`config.mk`:
```
export PLATFORM = sky130hd
export DESIGN_NAME = instr_fetch_unit
export DESIGN_NICKNAME = d
export VERILOG_FILES = /design/src/rtl/fetch_pkg.sv /design/src/rtl/fetch_fifo.sv /design/src/rtl/instr_fetch_unit.sv
export SDC_FILE = /design/constraint.sdc
export NUM_CORES = 1
export LEC_CHECK = 0
export CAP_MARGIN = 10
export CORE_ASPECT_RATIO = 0.9
export CORE_MARGIN = 2
export CORE_UTILIZATION = 52
export CTS_BUF_LIST = sky130_fd_sc_hd__clkbuf_2 sky130_fd_sc_hd__clkbuf_4 sky130_fd_sc_hd__clkbuf_8
export DETAILED_ROUTE_END_ITERATION = 8
export PLACE_DENSITY = 0.91
export SLEW_MARGIN = 20
export SYNTH_ARGS = -nofsm -noshare
export SYNTH_HDL_FRONTEND = slang
export SYNTH_SLANG_ARGS = --single-unit
```
`constraint.sdc`:
```
create_clock -name clk -period 2.8 [get_ports clk]
set_clock_uncertainty 0.05 [all_clocks]
set_input_delay 0.42 -clock clk [delete_from_list [all_inputs] [get_ports clk]]
set_output_delay 0.42 -clock clk [all_outputs]
set_load 0.01 [all_outputs]
```
`src/rtl/fetch_pkg.sv`:
```
// Shared types and constants for the instruction fetch front end.
package fetch_pkg;

    localparam logic [6:0]  OP_BRANCH = 7'b1100011;
    localparam logic [31:0] NOP       = 32'h0000_0013;

    typedef enum logic [1:0] {
        REQ,
        WAIT,
        HOLD,
        DROP
    } fetch_state_e;

endpackage

```
`src/rtl/fetch_fifo.sv`:
```
// Circular instruction queue; the extra pointer bit separates full from empty.
module fetch_fifo #(
    parameter int WIDTH = 64,
    parameter int DEPTH = 4,
    localparam int PTR_W = $clog2(DEPTH) + 1
) (
    input  logic             clk,
    input  logic             rst_n,
    input  logic             push,
    input  logic             pop,
    input  logic             flush,
    input  logic [WIDTH-1:0] wdata,
    output logic [WIDTH-1:0] rdata,
    output logic             empty,
    output logic [PTR_W-1:0] count
);

    logic [PTR_W-1:0] wr_q, wr_d;
    logic [PTR_W-1:0] rd_q, rd_d;
    logic [WIDTH-1:0] mem_q [DEPTH];
    logic [WIDTH-1:0] mem_d [DEPTH];

    always_comb begin
        count = wr_q - rd_q;
        empty = (count == '0);
        rdata = mem_q[rd_q[PTR_W-2:0]];
    end

    always_comb begin
        mem_d = mem_q;
        wr_d  = wr_q;
        rd_d  = rd_q;
        if (flush) begin
            wr_d = '0;
            rd_d = '0;
        end else begin
            if (push) begin
                mem_d[wr_q[PTR_W-2:0]] = wdata;
                wr_d = wr_q + PTR_W'(1);
            end
            if (pop && !empty) begin
                rd_d = rd_q + PTR_W'(1);
            end
        end
    end

    always_ff @(posedge clk) begin
        if (!rst_n) begin
            wr_q <= '0;
            rd_q <= '0;
        end else begin
            wr_q <= wr_d;
            rd_q <= rd_d;
        end
    end

    // Storage needs no reset: pointers alone decide what is visible.
    always_ff @(posedge clk) begin
        mem_q <= mem_d;
    end

endmodule

```
`src/rtl/instr_fetch_unit.sv`:
```
// Sequential fetch FSM with one outstanding request, credit-based flow
// control into the instruction queue, branch hold and redirect/squash.
module instr_fetch_unit
    import fetch_pkg::*;
#(
    parameter int              XLEN        = 32,
    parameter int              DEPTH       = 4,
    parameter logic [XLEN-1:0] RESET_PC    = '0,
    parameter int              BRANCH_HOLD = 1
) (
    input  logic            clk,
    input  logic            rst_n,
    output logic            mem_req,
    output logic [XLEN-1:0] mem_addr,
    input  logic            mem_gnt,
    input  logic            mem_valid,
    input  logic [XLEN-1:0] mem_rdata,
    output logic            instr_valid,
    output logic [XLEN-1:0] instr,
    output logic [XLEN-1:0] instr_pc,
    input  logic            instr_ready,
    input  logic            redirect_valid,
    input  logic [XLEN-1:0] redirect_pc,
    output logic            hold
);

    localparam int CNT_W = $clog2(DEPTH) + 1;

    fetch_state_e     state_q, state_d;
    logic [XLEN-1:0]  pc_q, pc_d;
    logic [XLEN-1:0]  req_pc_q, req_pc_d;
    logic             push, pop, flush;
    logic             still_outstanding;
    logic [2*XLEN-1:0] fifo_rdata;
    logic             fifo_empty;
    logic [CNT_W-1:0] fifo_count;

    fetch_fifo #(
        .WIDTH (2 * XLEN),
        .DEPTH (DEPTH)
    ) u_fifo (
        .clk   (clk),
        .rst_n (rst_n),
        .push  (push),
        .pop   (pop),
        .flush (flush),
        .wdata ({mem_rdata, req_pc_q}),
        .rdata (fifo_rdata),
        .empty (fifo_empty),
        .count (fifo_count)
    );

    always_ff @(posedge clk) begin
        if (!rst_n) begin
            state_q  <= REQ;
            pc_q     <= RESET_PC;
            req_pc_q <= '0;
        end else begin
            state_q  <= state_d;
            pc_q     <= pc_d;
            req_pc_q <= req_pc_d;
        end
    end

    always_comb begin
        state_d  = state_q;
        pc_d     = pc_q;
        req_pc_d = req_pc_q;
        push     = 1'b0;
        flush    = 1'b0;
        unique case (state_q)
            REQ: begin
                if (mem_req && mem_gnt) begin
                    req_pc_d = pc_q;
                    pc_d     = pc_q + XLEN'(4);
                    state_d  = WAIT;
                end
            end
            WAIT: begin
                if (mem_valid) begin
                    push    = 1'b1;
                    state_d = ((BRANCH_HOLD != 0) && (mem_rdata[6:0] == OP_BRANCH)) ? HOLD : REQ;
                end
            end
            HOLD: ;
            DROP: begin
                if (mem_valid) state_d = REQ;
            end
            default: state_d = REQ;
        endcase
        // A response arriving in the redirect cycle closes the old request,
        // so only a still-pending or freshly granted one needs draining.
        still_outstanding = (state_q == REQ && mem_req && mem_gnt) ||
                            ((state_q == WAIT || state_q == DROP) && !mem_valid);
        if (redirect_valid) begin
            pc_d    = redirect_pc & ~XLEN'(3);
            flush   = 1'b1;
            push    = 1'b0;
            state_d = still_outstanding ? DROP : REQ;
        end
    end

    always_comb begin
        mem_req     = rst_n && (state_q == REQ) && (fifo_count < CNT_W'(DEPTH));
        mem_addr    = pc_q;
        hold        = (state_q == HOLD);
        instr_valid = !fifo_empty;
        instr       = fifo_empty ? XLEN'(NOP) : fifo_rdata[2*XLEN-1:XLEN];
        instr_pc    = fifo_empty ? '0 : fifo_rdata[XLEN-1:0];
        pop         = instr_valid && instr_ready && !redirect_valid;
    end

endmodule

```
**Yosys cells after proc, flatten, opt, wreduce, memory -nomap -nowiden**

Cells that the tools add are included.

- Flip-flop bits (word level): 328
- Bits in latches: 0
- Bits in writable memories: 0
- Memory bits (read-only): 0
- Input bits: 70
- Output and inout port bits: 99
- Memories kept: 0

- Add/sub/neg operators: 4
- Multiply operators: 0
- Div/mod/pow operators: 0
- Order comparisons: 4
- Eq/ne operators: 7
- Shift-type cells: 0
- Mux-type cells: 22
- Bitwise gates (word level): 4
- Reductions and logical operators: 26

Operators with widths:

| kind | count |
|---|---|
| $bwmux 256 | 1 |
| $mux 64 | 3 |
| $mux 32 | 5 |
| $bmux 64 s2 | 1 |
| $demux 64 s2 | 1 |
| $add 32x3->32 const B | 1 |
| $mux 2 | 6 |
| $logic_and 1x1->1 | 10 |
| $ne 3x3->1 const B | 3 |
| $eq 7x7->1 const B | 1 |
| $add 3x1->3 const B | 2 |
| $ge 3x3->1 const B | 2 |
| $not 2->3 | 2 |
| $pmux 2 s3 | 1 |
| $reduce_and 2->1 | 3 |
| $eq 2x2->1 const B | 2 |
| $mux 1 | 4 |
| $reduce_and 4->1 | 1 |
| $reduce_bool 2->1 | 2 |
| $reduce_bool 4->1 | 1 |
| $reduce_or 2->1 | 2 |
| $logic_not 1->1 | 3 |
| $logic_not 3->1 | 1 |
| $lt 3x1->1 const B | 1 |
| 6 further kinds | 8 |

**Depth between registers and ports, before layout**

Gate-level depths: netlist of the first run.

- Depth after elaboration: 8
- Gate-level depth with buffers: 10
- Mapped depth without buffers: 8

**Modules after synthesis**

A second synthesis of the first run with hierarchy kept.

- Cell total of the unflattened synthesis: 820
- Area, all modules: 13036.3 sq um

Modules (own cells, without submodules):

| module | instances | cells an instance | area each (sq um) | sequential area each (sq um) |
|---|---|---|---|---|
| fetch_fifo | 1 | 380 | 9644.2 | 7807.5 |
| instr_fetch_unit | 1 | 440 | 3392.0 | 1241.2 |

**Least setup slack after synthesis of the first run**

No wires, ideal clock.

- Kind: reg2reg
- Start: register u_fifo.rd_q[1]
- End: register pc_q[14], in the netlist mem_addr[14]
- Setup time: 0.132 ns
- Arrival: 2.598 ns
- Path slack: 0.020 ns
- Cell stages (with the launch flop): 11
- Buffers on the path: 3
- Clock period less this slack: 2.780 ns
- Cell sequence: dfxtp_1 -> clkbuf_1 -> clkbuf_1 -> inv_1 -> ha_1 -> nor2b_1 -> or3_4 -> buf_6 -> a2111oi_2 -> xnor2_1 -> a21oi_1

- Cells in the longest elaborated chain, start to end: 6

RTL lines:

| item | line | RTL |
|---|---|---|
| start, declared | fetch_fifo.sv:19 | `logic [PTR_W-1:0] rd_q, rd_d;` |
| start signal, assigned | fetch_fifo.sv:53 | `rd_q <= rd_d;` |
| $sub 3x3->3 | fetch_fifo.sv:24 | `count = wr_q - rd_q;` |
| $lt 3x3->1 | instr_fetch_unit.sv:104 | `mem_req = rst_n && (state_q == REQ) && (fifo_count < CNT_W'(DEPTH));` |
| $logic_and 1x1->1 | instr_fetch_unit.sv:104 |  |
| $logic_and 1x1->1 | instr_fetch_unit.sv:73 | `if (mem_req && mem_gnt) begin` |
| $reduce_bool 2->1 (no line) | - |  |
| $reduce_and 2->1 (no line) | - |  |
| end signal, assigned | instr_fetch_unit.sv:60 | `pc_q <= pc_d;` |
| end, declared | instr_fetch_unit.sv:30 | `logic [XLEN-1:0] pc_q, pc_d;` |

Every way passes these cells.
A chain may end at the register's enable or synchronous reset.

**Worst setup path after layout of the first run**

- Start: register u_fifo.rd_q[1]
- End: output port instr_pc[12]

- Cells in the longest elaborated chain, start to end: 5
- Elaborated cells between the ends (all ways): 7
- Classes of those cells: 1 x add/sub; 4 x mux; 1 x bitwise; 1 x reduce/logical

RTL lines:

| item | line | RTL |
|---|---|---|
| parallel branches: the longest is 4 deep, another holds $sub 3x3->3 | - |  |
| $mux 32 (*) | instr_fetch_unit.sv:109 | `instr_pc = fifo_empty ? '0 : fifo_rdata[XLEN-1:0];` |
| end, declared | instr_fetch_unit.sv:20 | `output logic [XLEN-1:0] instr_pc,` |

Every way passes the cells marked *. The select of a mux whose other input is x is not followed.

==> qor.csv, run 1 <==
metric,value,unit
final_critical_delay_including_setup_and_external_delays,2.90,ns
clock_sinks,316,
grt_pass1_vias,8320,
synth_cell_types,52,
cap_viol_max_count,0,
number_of_warnings_printed_during_yosys_synthesis,0,
cp.arrival,2.43,ns
number_of_nets_in_the_final_layout,1136,
worst_path_cell_chain,inv_2 > ha_4 > nor2b_4 > xnor2_2 > buf_4 > nor2_4 > inv_4 > buf_12 > buf_6 > buf_16 > and2_4 > buf_2,
dieArea,0.0262,mm^2
cts-htree-levels,2,
drive_above_1_share,28.8,%
largest_net_degree_at_the_start_of_global_routing,65,
antennaDiodeCount,0,
antenna_found_initial,0,
cts_made_buffers,49,
max-slew-margin-rel,58.0,%
leakage,5.81,nW
core_ar,0.0243,mm^2
cts_hold_buffers,0,
vias,8228,
hpwl_after_detailed_placement,17600,um
nFillCells,1607,
critical_path.max_stage_delay,0.37,ns
synth_seq_cells,316,
layout_commonest_cell,sky130_fd_sc_hd__edfxtp_1,
endpoint_kind,primary output,
synth_enable_flop_cells,248,
overall_die_height,154,um
synth.cell_area,0.0129,mm^2
final_wtd_congestion,0.836,
hold_path.startpoint,redirect_pc[20],
postRouteAntennaNets,0,
port_buffers,162,
min-delay-path-class,in -> reg,
detailedRoute.firstIterationViolations,919,
ir_drop,0.375,mV
grt_pass1_wl,46900,um
worst_hold_slack,0.434,ns
timing.critical_path.slowest_stage_cell,sky130_fd_sc_hd__dfxtp_4,
detail_routed_via_count_per_cell,5.85,
critical_path_class,reg -> out,
dieWidth,170,um
tcrit_tclk_final,103,%
worst_pin_slew,0.614,ns
crit_path_max_fanout,17,
cts-root-to-sink-buffers,3,
drv_slew,0,
clock_latency,0.57,ns
remaining_drc_errors,0,
clk_transition_reported_paths,0.06,ns
worst_ep_required_time,2.33,ns
violations_in_the_final_reports,negative setup slack,
layout_common_cells,"sky130_fd_sc_hd__edfxtp_1, sky130_fd_sc_hd__clkdlybuf4s50_1, sky130_fd_sc_hd__nand2_1, sky130_fd_sc_hd__dfxtp_1, sky130_fd_sc_hd__mux4_2",
synthFlopType,sky130_fd_sc_hd__edfxtp_1,
post-place-ws,0.00226,ns
start_kind,flop,
buffer_cell_driving_the_clock_tree_root,sky130_fd_sc_hd__clkbuf_8,
power_density,579,mW/mm^2
routed_wirelength,30800,um
avgRoutedWirePerCell,21.9,um
postSynth.asyncResetShare,0,%
area_delta_synth_final,27.1,%
max_clock_freq,345,MHz
globalRoute.totalOverflow,0,
status,"finished, violations left",
drt_pre_antenna_iters,5,
setup-violations-final,37,
floorplan.rows,54,
critical_path.reg2reg.startpoint,u_fifo.rd_q[1]$_SDFFE_PP0P_,
post_synth_inst_count,828,
worst_setup_path_startpoint,u_fifo.rd_q[1]$_SDFFE_PP0P_,
floorplan.io_pins,169,
hold_viol,0,
final_critical_path_setup_slack,-0.0973,ns
clock_tree_from_tritoncts,yes,
fin_tns_setup,-2.75,ns
grt_use_total,23.5,%
yosysSeqAreaShare,68.1,%
initial_core_util,53.2,%
post_synth.cell_area_avg,15.6,um^2
grt_setup_unrepaired,true,
-- flip-flops by register name, summed over array words and instances, names as in the netlist --
signal,count
state_q,2
u_fifo.mem_q,248
mem_addr,30
u_fifo.wr_q,3
u_fifo.rd_q,3
req_pc_q,30
-- report_power, final --
group	internal (mW)	switching, mW	total, mW
registers	5.09	0.0757	5.17
clock network	2.14	1.73	3.87
logic	0.252	0.243	0.495
total	7.48	2.05	9.53
-- cells by family (layout without fill, tap and decap cells) --
kind of cell,after synthesis,count (layout),share of synthesized area [%]
AND/OR/NAND/NOR,233,233,9.76
adder cells (fa/ha/maj),8,8,0.774
multiplexers,64,64,10.9
flip-flops,316,316,68.1
other,1,4,0.0290
XOR/XNOR,22,22,1.55
AO/OA/AOI/OAI,119,119,6.78
buffers and inverters,65,333,2.10
-- routing by layer --
layer | vias up | wire, um | part of all wire, % | track usage, %
li1 | 3659 | - | - | -
met5 | - | 0 | 0 | 0
met4 | 0 | 591 | 1.9 | 6.47
met2 | 412 | 14800 | 48 | 38.3
met1 | 4090 | 12900 | 42 | 32.9
met3 | 67 | 2550 | 8.3 | 4.40
-- worst max-delay path: cells and delay by family, from the launching register on --
| kind | cells | cell delay, ns |
|---|---|---|
| xor+xnor | 1 | 0.09 |
| fa+ha+maj | 1 | 0.17 |
| buf+inv | 7 | 0.82 |
| flops | 1 | 0.37 |
| simple gates | 3 | 0.40 |
-- stage by stage --
stage	cells	util, %	instance area, um^2	power, mW
5_1_grt	1407	67.6	16400	9.83
3_5_place_dp	1276	62.1	15100	5.74
4_1_cts	1405	67.7	16500	9.58
6_report	1407	67.6	16400	9.53
2_1_floorplan	831	-	13000	5.45
3_3_place_gp	1276	62.1	15100	5.72
-- final timing paths --
path,end,cells after the start,slack (ns)
hold reg to reg,req_pc_q[18]$_SDFFE_PN0P_,2,0.45
hold / removal,mem_addr[20]$_SDFFE_PN0P_,3,0.43
setup / recovery,instr_pc[12],12,-0.1
setup reg to reg,u_fifo.rd_q[2]$_SDFFE_PP0P_,17,0.09
-- synthesized netlist by cell type (10+ instances only) --
library cell | instances | area, um^2
sky130_fd_sc_hd__and2_1 | 68 | 425
sky130_fd_sc_hd__nand3_1 | 10 | 50.1
sky130_fd_sc_hd__edfxtp_1 | 248 | 7450
sky130_fd_sc_hd__nor3_1 | 16 | 80.1
sky130_fd_sc_hd__clkbuf_1 | 41 | 154
sky130_fd_sc_hd__a21boi_1 | 32 | 240
sky130_fd_sc_hd__o21ai_0 | 27 | 135
sky130_fd_sc_hd__and4_1 | 12 | 105
sky130_fd_sc_hd__nor2_1 | 13 | 48.8
sky130_fd_sc_hd__xnor2_1 | 18 | 158
sky130_fd_sc_hd__mux4_2 | 62 | 1400
sky130_fd_sc_hd__nand2_1 | 75 | 282
sky130_fd_sc_hd__dfxtp_1 | 68 | 1360
sky130_fd_sc_hd__a21oi_1 | 18 | 90.1
sky130_fd_sc_hd__and3_1 | 10 | 62.6
-- timing repair --
item                       in CTS  in global routing
pin swaps                       3                  5
buffers inserted               31                  6
cloned                          6                  0
resized for setup             215                 50
setup endpoints to repair      64                 67
-- layout make-up --
type | instances | area, um^2 | share of cell area (%)
repair buffers | 231 | 2220 | 13.5
multi-input cells | 450 | 3990 | 24.3
clock inverters | 15 | 90.1 | 0.548
flip-flops and latches | 316 | 8820 | 53.6
inverters | 10 | 40.0 | 0.243
well taps | 308 | 385 | 2.34
clock buffers | 77 | 903 | 5.49
(Power assumes the default switching activity.)
==> inputs of run 2 (changes only) <==
--- a/config.mk
+++ b/config.mk
@@ -8,10 +8,11 @@
 export CAP_MARGIN = 10
 export CORE_ASPECT_RATIO = 0.9
 export CORE_MARGIN = 2
-export CORE_UTILIZATION = 52
+export CORE_UTILIZATION = 59
 export CTS_BUF_LIST = sky130_fd_sc_hd__clkbuf_2 sky130_fd_sc_hd__clkbuf_4 sky130_fd_sc_hd__clkbuf_8
 export DETAILED_ROUTE_END_ITERATION = 8
-export PLACE_DENSITY = 0.91
+export DONT_BUFFER_PORTS = 1
+export PLACE_DENSITY = 0.9
 export SLEW_MARGIN = 20
 export SYNTH_ARGS = -nofsm -noshare
 export SYNTH_HDL_FRONTEND = slang
==> run 2 against run 1 <==
The run now ends clean. Via count down 8.2%. Combinational power down 26%. Worst hold slack got worse by 0.41 ns. Non-clock buffer count down 151. Sequential power about the same. Global-route usage is 1.2 points higher. Core utilization grew 2.6 points. Largest power group unchanged. Cell count fell by 12%. Die area shrank 12%. Routed wire length down 5.4%.
==> qor.csv, run 2 (synthesis results as in run 1) <==
metric,value,unit,change
final_cell_area,0.0151,mm^2,was 0.0164 mm^2
detail_routed_via_count_per_cell,6.11,,was 5.85
comb_power_share,3.7,%,was 5.2%
dieArea,0.0231,mm^2,was 0.0262 mm^2
largest_register_ff_count,248,,unchanged
power_density,643,mW/mm^2,was 579 mW/mm^2
drt-met1-wl,11700,um,was 12900 um
remaining_drc_errors,0,,unchanged
worst_ep_required_time,2.33,ns,about the same
power.internal,7.72,mW,was 7.48 mW
floorplan.io_pins,169,,unchanged
final_wtd_congestion,0.831,,was 0.836
met3_wirelength,2380,um,was 2550 um
net-switching-power,2.02,mW,was 2.05 mW
dieWidth,160,um,was 170 um
critical_path_class,reg -> out,,unchanged
critical_path.reg2reg.startpoint,u_fifo.wr_q[1]$_SDFFE_PP0P_,,was u_fifo.rd_q[1]$_SDFFE_PP0P_
cp.arrival,2.25,ns,was 2.43 ns
cts_made_buffers,48,,was 49
max-slew-margin-rel,54.1,%,was 58.0%
grt_setup_unrepaired,true,,unchanged
clock_share_of_power,43.2,%,was 40.6%
worst-r2r-setup-slack,0.24,ns,was 0.09 ns
final_critical_delay_including_setup_and_external_delays,2.72,ns,was 2.90 ns
worst_pin_slew,0.688,ns,was 0.614 ns
rr_endpoint,mem_addr[27]$_SDFFE_PN0P_,,was u_fifo.rd_q[2]$_SDFFE_PP0P_
initial_core_util,60.0,%,was 53.2%
core_ar,0.0216,mm^2,was 0.0243 mm^2
critPathCapture,mem_req,,was instr_pc[12]
max_clock_freq,367,MHz,was 345 MHz
crit_path_max_fanout,8,,was 17
layout_commonest_cell,sky130_fd_sc_hd__edfxtp_1,,unchanged
post-place-ws,0.373,ns,was 0.00226 ns
clock_tree_from_tritoncts,yes,,unchanged
overall_die_height,144,um,was 154 um
clk_transition_reported_paths,0.06,ns,about the same
floorplan.rows,51,,was 54
fin_cells,1237,,was 1407
drive_above_1_share,24.7,%,was 28.8%
power.share.switching,20.7,%,was 21.5%
detailedRoute.firstIterationViolations,675,,was 919
grt_pass1_vias,7610,,was 8320
cts-root-to-sink-buffers,3,,unchanged
buffer_cell_driving_the_clock_tree_root,sky130_fd_sc_hd__clkbuf_8,,unchanged
layout_common_cells,"sky130_fd_sc_hd__edfxtp_1, sky130_fd_sc_hd__nand2_1, sky130_fd_sc_hd__clkbuf_8, sky130_fd_sc_hd__dfxtp_1, sky130_fd_sc_hd__mux4_2",,"was sky130_fd_sc_hd__edfxtp_1, sky130_fd_sc_hd__clkdlybuf4s50_1, sky130_fd_sc_hd__nand2_1, sky130_fd_sc_hd__dfxtp_1, sky130_fd_sc_hd__mux4_2"
setup-violations-final,0,,was 37
endpoint_kind,primary output,,unchanged
ff2ff_path_depth,8,,was 17
met2_length,14500,um,was 14800 um
fin_util,70.2,%,was 67.6%
avgRoutedWirePerCell,23.6,um,was 21.9 um
nFillCells,1389,,was 1607
worst_hold_slack,0.0243,ns,was 0.434 ns
clock_sinks,316,,unchanged
area_delta_synth_final,17.0,%,was 27.1%
fin_total_pwr,9.74,mW,was 9.53 mW
clock_latency,0.56,ns,was 0.57 ns
fin_tns_setup,0,ns,was -2.75 ns
hpwl_after_detailed_placement,16800,um,was 17600 um
final_critical_path_setup_slack,0.0786,ns,was -0.0973 ns
start_kind,flop,,unchanged
worst_setup_path_startpoint,u_fifo.wr_q[1]$_SDFFE_PP0P_,,was u_fifo.rd_q[1]$_SDFFE_PP0P_
number_of_nets_in_the_final_layout,984,,was 1136
vias,7556,,was 8228
antenna_found_initial,0,,unchanged
postRouteAntennaNets,0,,unchanged
grt_pass1_wl,43500,um,was 46900 um
leakage,5.13,nW,was 5.81 nW
routed_wirelength,29200,um,was 30800 um
grt_use_total,24.8,%,was 23.5%
cap_viol_max_count,0,,unchanged
antennaDiodeCount,0,,unchanged
placedInstanceArea,0.0134,mm^2,was 0.0151 mm^2
sequential_share_of_power,53.1,%,was 54.2%
port_buffers,0,,was 162
min-delay-path-class,in -> reg,,unchanged
cts-htree-levels,2,,unchanged
dp_cells,1098,,was 1276
hold_viol,0,,unchanged
top_layer,met4,,unchanged
tcrit_tclk_final,97.2,%,was 103%
status,"complete, no violations",,"was finished, violations left"
drv_slew,0,,unchanged
largest_net_degree_at_the_start_of_global_routing,65,,unchanged
largest-register,u_fifo.mem_q,,unchanged
ir_drop,0.456,mV,was 0.375 mV
drt_pre_antenna_iters,5,,unchanged
globalRoute.totalOverflow,0,,unchanged
==> run 2: changes by cell type in the layout (fill, tap and decap cells not counted), sizes merged, moves of 5 or more <==
cell           delta
clkdlybuf4s50    -97
buf              -64
dlygate4sd3      +41
clkbuf           -16
clkdlybuf4s15    -11
clkinv            -5
==> run 2: per-layer routing <==
layer	vias to the layer above	track usage, %
met3	47	6.28
li1	3351	-
met2	348	42.3
met1	3810	32.1
met4	0	7.11
met5	-	0
==> run 2: cell type report <==
cell class,count,area (um^2),area share (%)
clock buffers,79,1010,6.68
multi-input cells,450,3950,26.1
repair buffers,80,850,5.61
clock inverters,11,108,0.711
inverters,10,40.0,0.264
flip-flops and latches,316,8820,58.2
well taps,291,364,2.40
==> run 2: worst min path at each step <==
stage | cells after the start | from | slack, ns | endpoint
finish | 2 | redirect_pc[8] | 0.02 | mem_addr[8]$_SDFFE_PN0P_
global route | 3 | redirect_valid | 0.02 | mem_addr[26]$_SDFFE_PN0P_
CTS | 2 | redirect_pc[4] | 0.001 | mem_addr[4]$_SDFFE_PN0P_
detailed placement | 2 | req_pc_q[15]$_SDFFE_PN0P_ | 0.44 | req_pc_q[15]$_SDFFE_PN0P_
floorplan | 0 | req_pc_q[10]$_SDFFE_PN0P_ | 0.41 | u_fifo.mem_q[10]$_DFFE_PP_
global placement | 0 | req_pc_q[20]$_SDFFE_PN0P_ | 0.42 | u_fifo.mem_q[20]$_DFFE_PP_
==> run 2: timing repair <==
item,CTS,global route
setup endpoints to repair,62,63
buffers inserted,0,5
pin swaps,0,2
hold buffers,42,0
endpoints found under the hold margin,183,0
gates cloned,0,2
gates resized for setup,11,16
==> run 2: worst max-delay path, cell delays in order (launching register included) <==
cell and delay [ns]:
sky130_fd_sc_hd__dfxtp_1 0.42, sky130_fd_sc_hd__ha_1 0.27, sky130_fd_sc_hd__nor2b_1 0.19, sky130_fd_sc_hd__or3_4 0.47, sky130_fd_sc_hd__a21boi_1 0.21, sky130_fd_sc_hd__buf_4 0.16
==> run 2: power groups by stage <==
| stage | logic, mW | clock network [mW] | registers (mW) |
|---|---|---|---|
| after floorplan | 0.189 | 0 | 5.26 |
| after global placement | 0.261 | 0 | 5.26 |
| after detailed placement | 0.268 | 0 | 5.27 |
| after CTS | 0.351 | 4.26 | 5.17 |
| after global routing | 0.395 | 4.48 | 5.17 |
| final | 0.365 | 4.20 | 5.17 |
==> inputs of run 3 (changes only) <==
--- a/config.mk
+++ b/config.mk
@@ -5,14 +5,14 @@
 export SDC_FILE = /design/constraint.sdc
 export NUM_CORES = 1
 export LEC_CHECK = 0
-export CAP_MARGIN = 10
+export CAP_MARGIN = 20
 export CORE_ASPECT_RATIO = 0.9
 export CORE_MARGIN = 2
-export CORE_UTILIZATION = 59
+export CORE_UTILIZATION = 30
 export CTS_BUF_LIST = sky130_fd_sc_hd__clkbuf_2 sky130_fd_sc_hd__clkbuf_4 sky130_fd_sc_hd__clkbuf_8
 export DETAILED_ROUTE_END_ITERATION = 8
 export DONT_BUFFER_PORTS = 1
-export PLACE_DENSITY = 0.9
+export PLACE_DENSITY = 0.57
 export SLEW_MARGIN = 20
 export SYNTH_ARGS = -nofsm -noshare
 export SYNTH_HDL_FRONTEND = slang
==> run 3 against run 2 <==
Via count down 0.89%. Sequential cell count did not move. Cell area is 4.1% higher. Sequential share of layout area is 2.3 points lower. Critical endpoint is now instr_pc[31]. Sequential power hardly changed. Setup slack improved by 0.014 ns. Largest cell class unchanged. Cell count rose by 24%. Core utilization fell by 33 points.
==> qor.csv, run 3 (synthesis results as in run 1) <==
metric,value,unit,change
tcrit_tclk_final,96.7,%,was 97.2%
final_critical_delay_including_setup_and_external_delays,2.71,ns,was 2.72 ns
max-slew-margin-rel,51.2,%,was 54.1%
drv_slew,0,,unchanged
detailedRoute.firstIterationViolations,524,,was 675
cp.arrival,2.24,ns,was 2.25 ns
clk_transition_reported_paths,0.06,ns,about the same
antenna_found_initial,1,,was 0
grt_use_total,14.7,%,was 24.8%
clock_latency,0.61,ns,was 0.56 ns
largest-register,u_fifo.mem_q,,unchanged
start_kind,flop,,unchanged
drt_pre_antenna_iters,5,,unchanged
initial_core_util,30.2,%,was 60.0%
floorplan.io_pins,169,,unchanged
power_density,613,mW/mm^2,was 643 mW/mm^2
cap_viol_max_count,0,,unchanged
final_wtd_congestion,0.761,,was 0.831
overall_die_height,201,um,was 144 um
routed_wirelength,33900,um,was 29200 um
clock_sinks,316,,unchanged
crit_path_max_fanout,32,,was 8
floorplan.rows,72,,was 51
port_buffers,0,,unchanged
fin_total_pwr,9.67,mW,was 9.74 mW
setup-violations-final,0,,unchanged
dieArea,0.0448,mm^2,was 0.0231 mm^2
fin_util,36.9,%,was 70.2%
globalRoute.totalOverflow,0,,unchanged
remaining_drc_errors,0,,unchanged
cts-htree-levels,2,,unchanged
cts_made_buffers,51,,was 48
max_clock_freq,369,MHz,was 367 MHz
worst_pin_slew,0.714,ns,was 0.688 ns
leakage,5.24,nW,was 5.13 nW
detail_routed_via_count_per_cell,4.89,,was 6.11
hold_viol,0,,unchanged
number_of_nets_in_the_final_layout,1014,,was 984
core_ar,0.0428,mm^2,was 0.0216 mm^2
fin_tns_setup,0,ns,unchanged
worst_hold_slack,0.0680,ns,was 0.0243 ns
status,"complete, no violations",,unchanged
largest_register_ff_count,248,,unchanged
hpwl_after_detailed_placement,20000,um,was 16800 um
postRouteAntennaNets,0,,unchanged
layout_common_cells,"sky130_fd_sc_hd__edfxtp_1, sky130_fd_sc_hd__nand2_1, sky130_fd_sc_hd__dfxtp_1, sky130_fd_sc_hd__mux4_2, sky130_fd_sc_hd__dlygate4sd3_1",,"was sky130_fd_sc_hd__edfxtp_1, sky130_fd_sc_hd__nand2_1, sky130_fd_sc_hd__clkbuf_8, sky130_fd_sc_hd__dfxtp_1, sky130_fd_sc_hd__mux4_2"
endpoint_kind,primary output,,unchanged
area_delta_synth_final,21.9,%,was 17.0%
clock_tree_from_tritoncts,yes,,unchanged
grt_setup_unrepaired,true,,unchanged
vias,7489,,was 7556
ir_drop,0.376,mV,was 0.456 mV
worst_ep_required_time,2.33,ns,about the same
min-delay-path-class,in -> reg,,unchanged
dieWidth,223,um,was 160 um
buffer_cell_driving_the_clock_tree_root,sky130_fd_sc_hd__clkbuf_8,,unchanged
critical_path_class,reg -> out,,unchanged
antennaDiodeCount,0,,unchanged
drive_above_1_share,24.7,%,about the same
grt_pass1_wl,49400,um,was 43500 um
largest_net_degree_at_the_start_of_global_routing,65,,unchanged
grt_pass1_vias,7697,,was 7610
layout_commonest_cell,sky130_fd_sc_hd__edfxtp_1,,unchanged
avgRoutedWirePerCell,22.2,um,was 23.6 um
cts-root-to-sink-buffers,3,,unchanged
[run 3: final timing paths]
kind,start,endpoint,slack (ns),cells past startpoint
worst max-delay path,u_fifo.rd_q[0]$_SDFFE_PP0P_,instr_pc[31],0.09,4
worst min-delay path,redirect_valid,u_fifo.rd_q[2]$_SDFFE_PP0P_,0.07,2
worst max register to register,u_fifo.wr_q[1]$_SDFFE_PP0P_,mem_addr[31]$_SDFFE_PN0P_,0.26,6
worst min register to register,req_pc_q[14]$_SDFFE_PN0P_,req_pc_q[14]$_SDFFE_PN0P_,0.45,2
[run 3: metrics by stage]
stage | instances | setup WS, ns | cell area (um^2)
2_1_floorplan | 831 | 0.0200 | 13000
3_3_place_gp | 1365 | 0.174 | 13800
3_5_place_dp | 1365 | 0.140 | 13800
4_1_cts | 1525 | 0.000893 | 15600
5_1_grt | 1531 | -0.0133 | 15800
6_report | 1531 | 0.0927 | 15800
[run 3: area by class of cell]
class | count | area [um^2]
multi-input combinational | 450 | 4000
sequential | 316 | 8820
clock inverter | 25 | 185
fill | 4044 | 27000
clock buffer | 68 | 867
inverter | 10 | 50.0
timing repair buffer | 106 | 1150
timing repair inverter | 1 | 8.76
tap | 555 | 694
[run 3: power breakdown]
part	total [mW]	internal (mW)	leakage [nW]	switching, mW
logic	0.404	0.175	1.66	0.230
registers	5.17	5.09	3.02	0.0805
clock network	4.09	2.22	0.561	1.87
[run 3: what timing repair did]
item,CTS,global route
setup endpoints to repair,64,61
buffers inserted,3,3
hold buffers,63,0
gates cloned,1,3
resized for setup,14,25
pin swaps,2,2
endpoints found under the hold margin,192,0
[run 3: layer usage]
layer / part of all wire, % / vias up / wire, um / GRT usage [%]
met2: 45 / 261 / 15300 / 22.9
met1: 44 / 3760 / 15000 / 20.1
li1: - / 3413 / - / -
met4: 2.3 / 0 / 782 / 3.79
met5: 0 / - / 0 / 0
met3: 8.4 / 55 / 2840 / 4.64
[run 3: critical path, stage by stage (launching register included)]
cell                      delay, ns
sky130_fd_sc_hd__dfxtp_4       0.40
sky130_fd_sc_hd__buf_16        0.30
sky130_fd_sc_hd__mux4_2        0.62
sky130_fd_sc_hd__and2_4        0.19
sky130_fd_sc_hd__buf_4         0.13
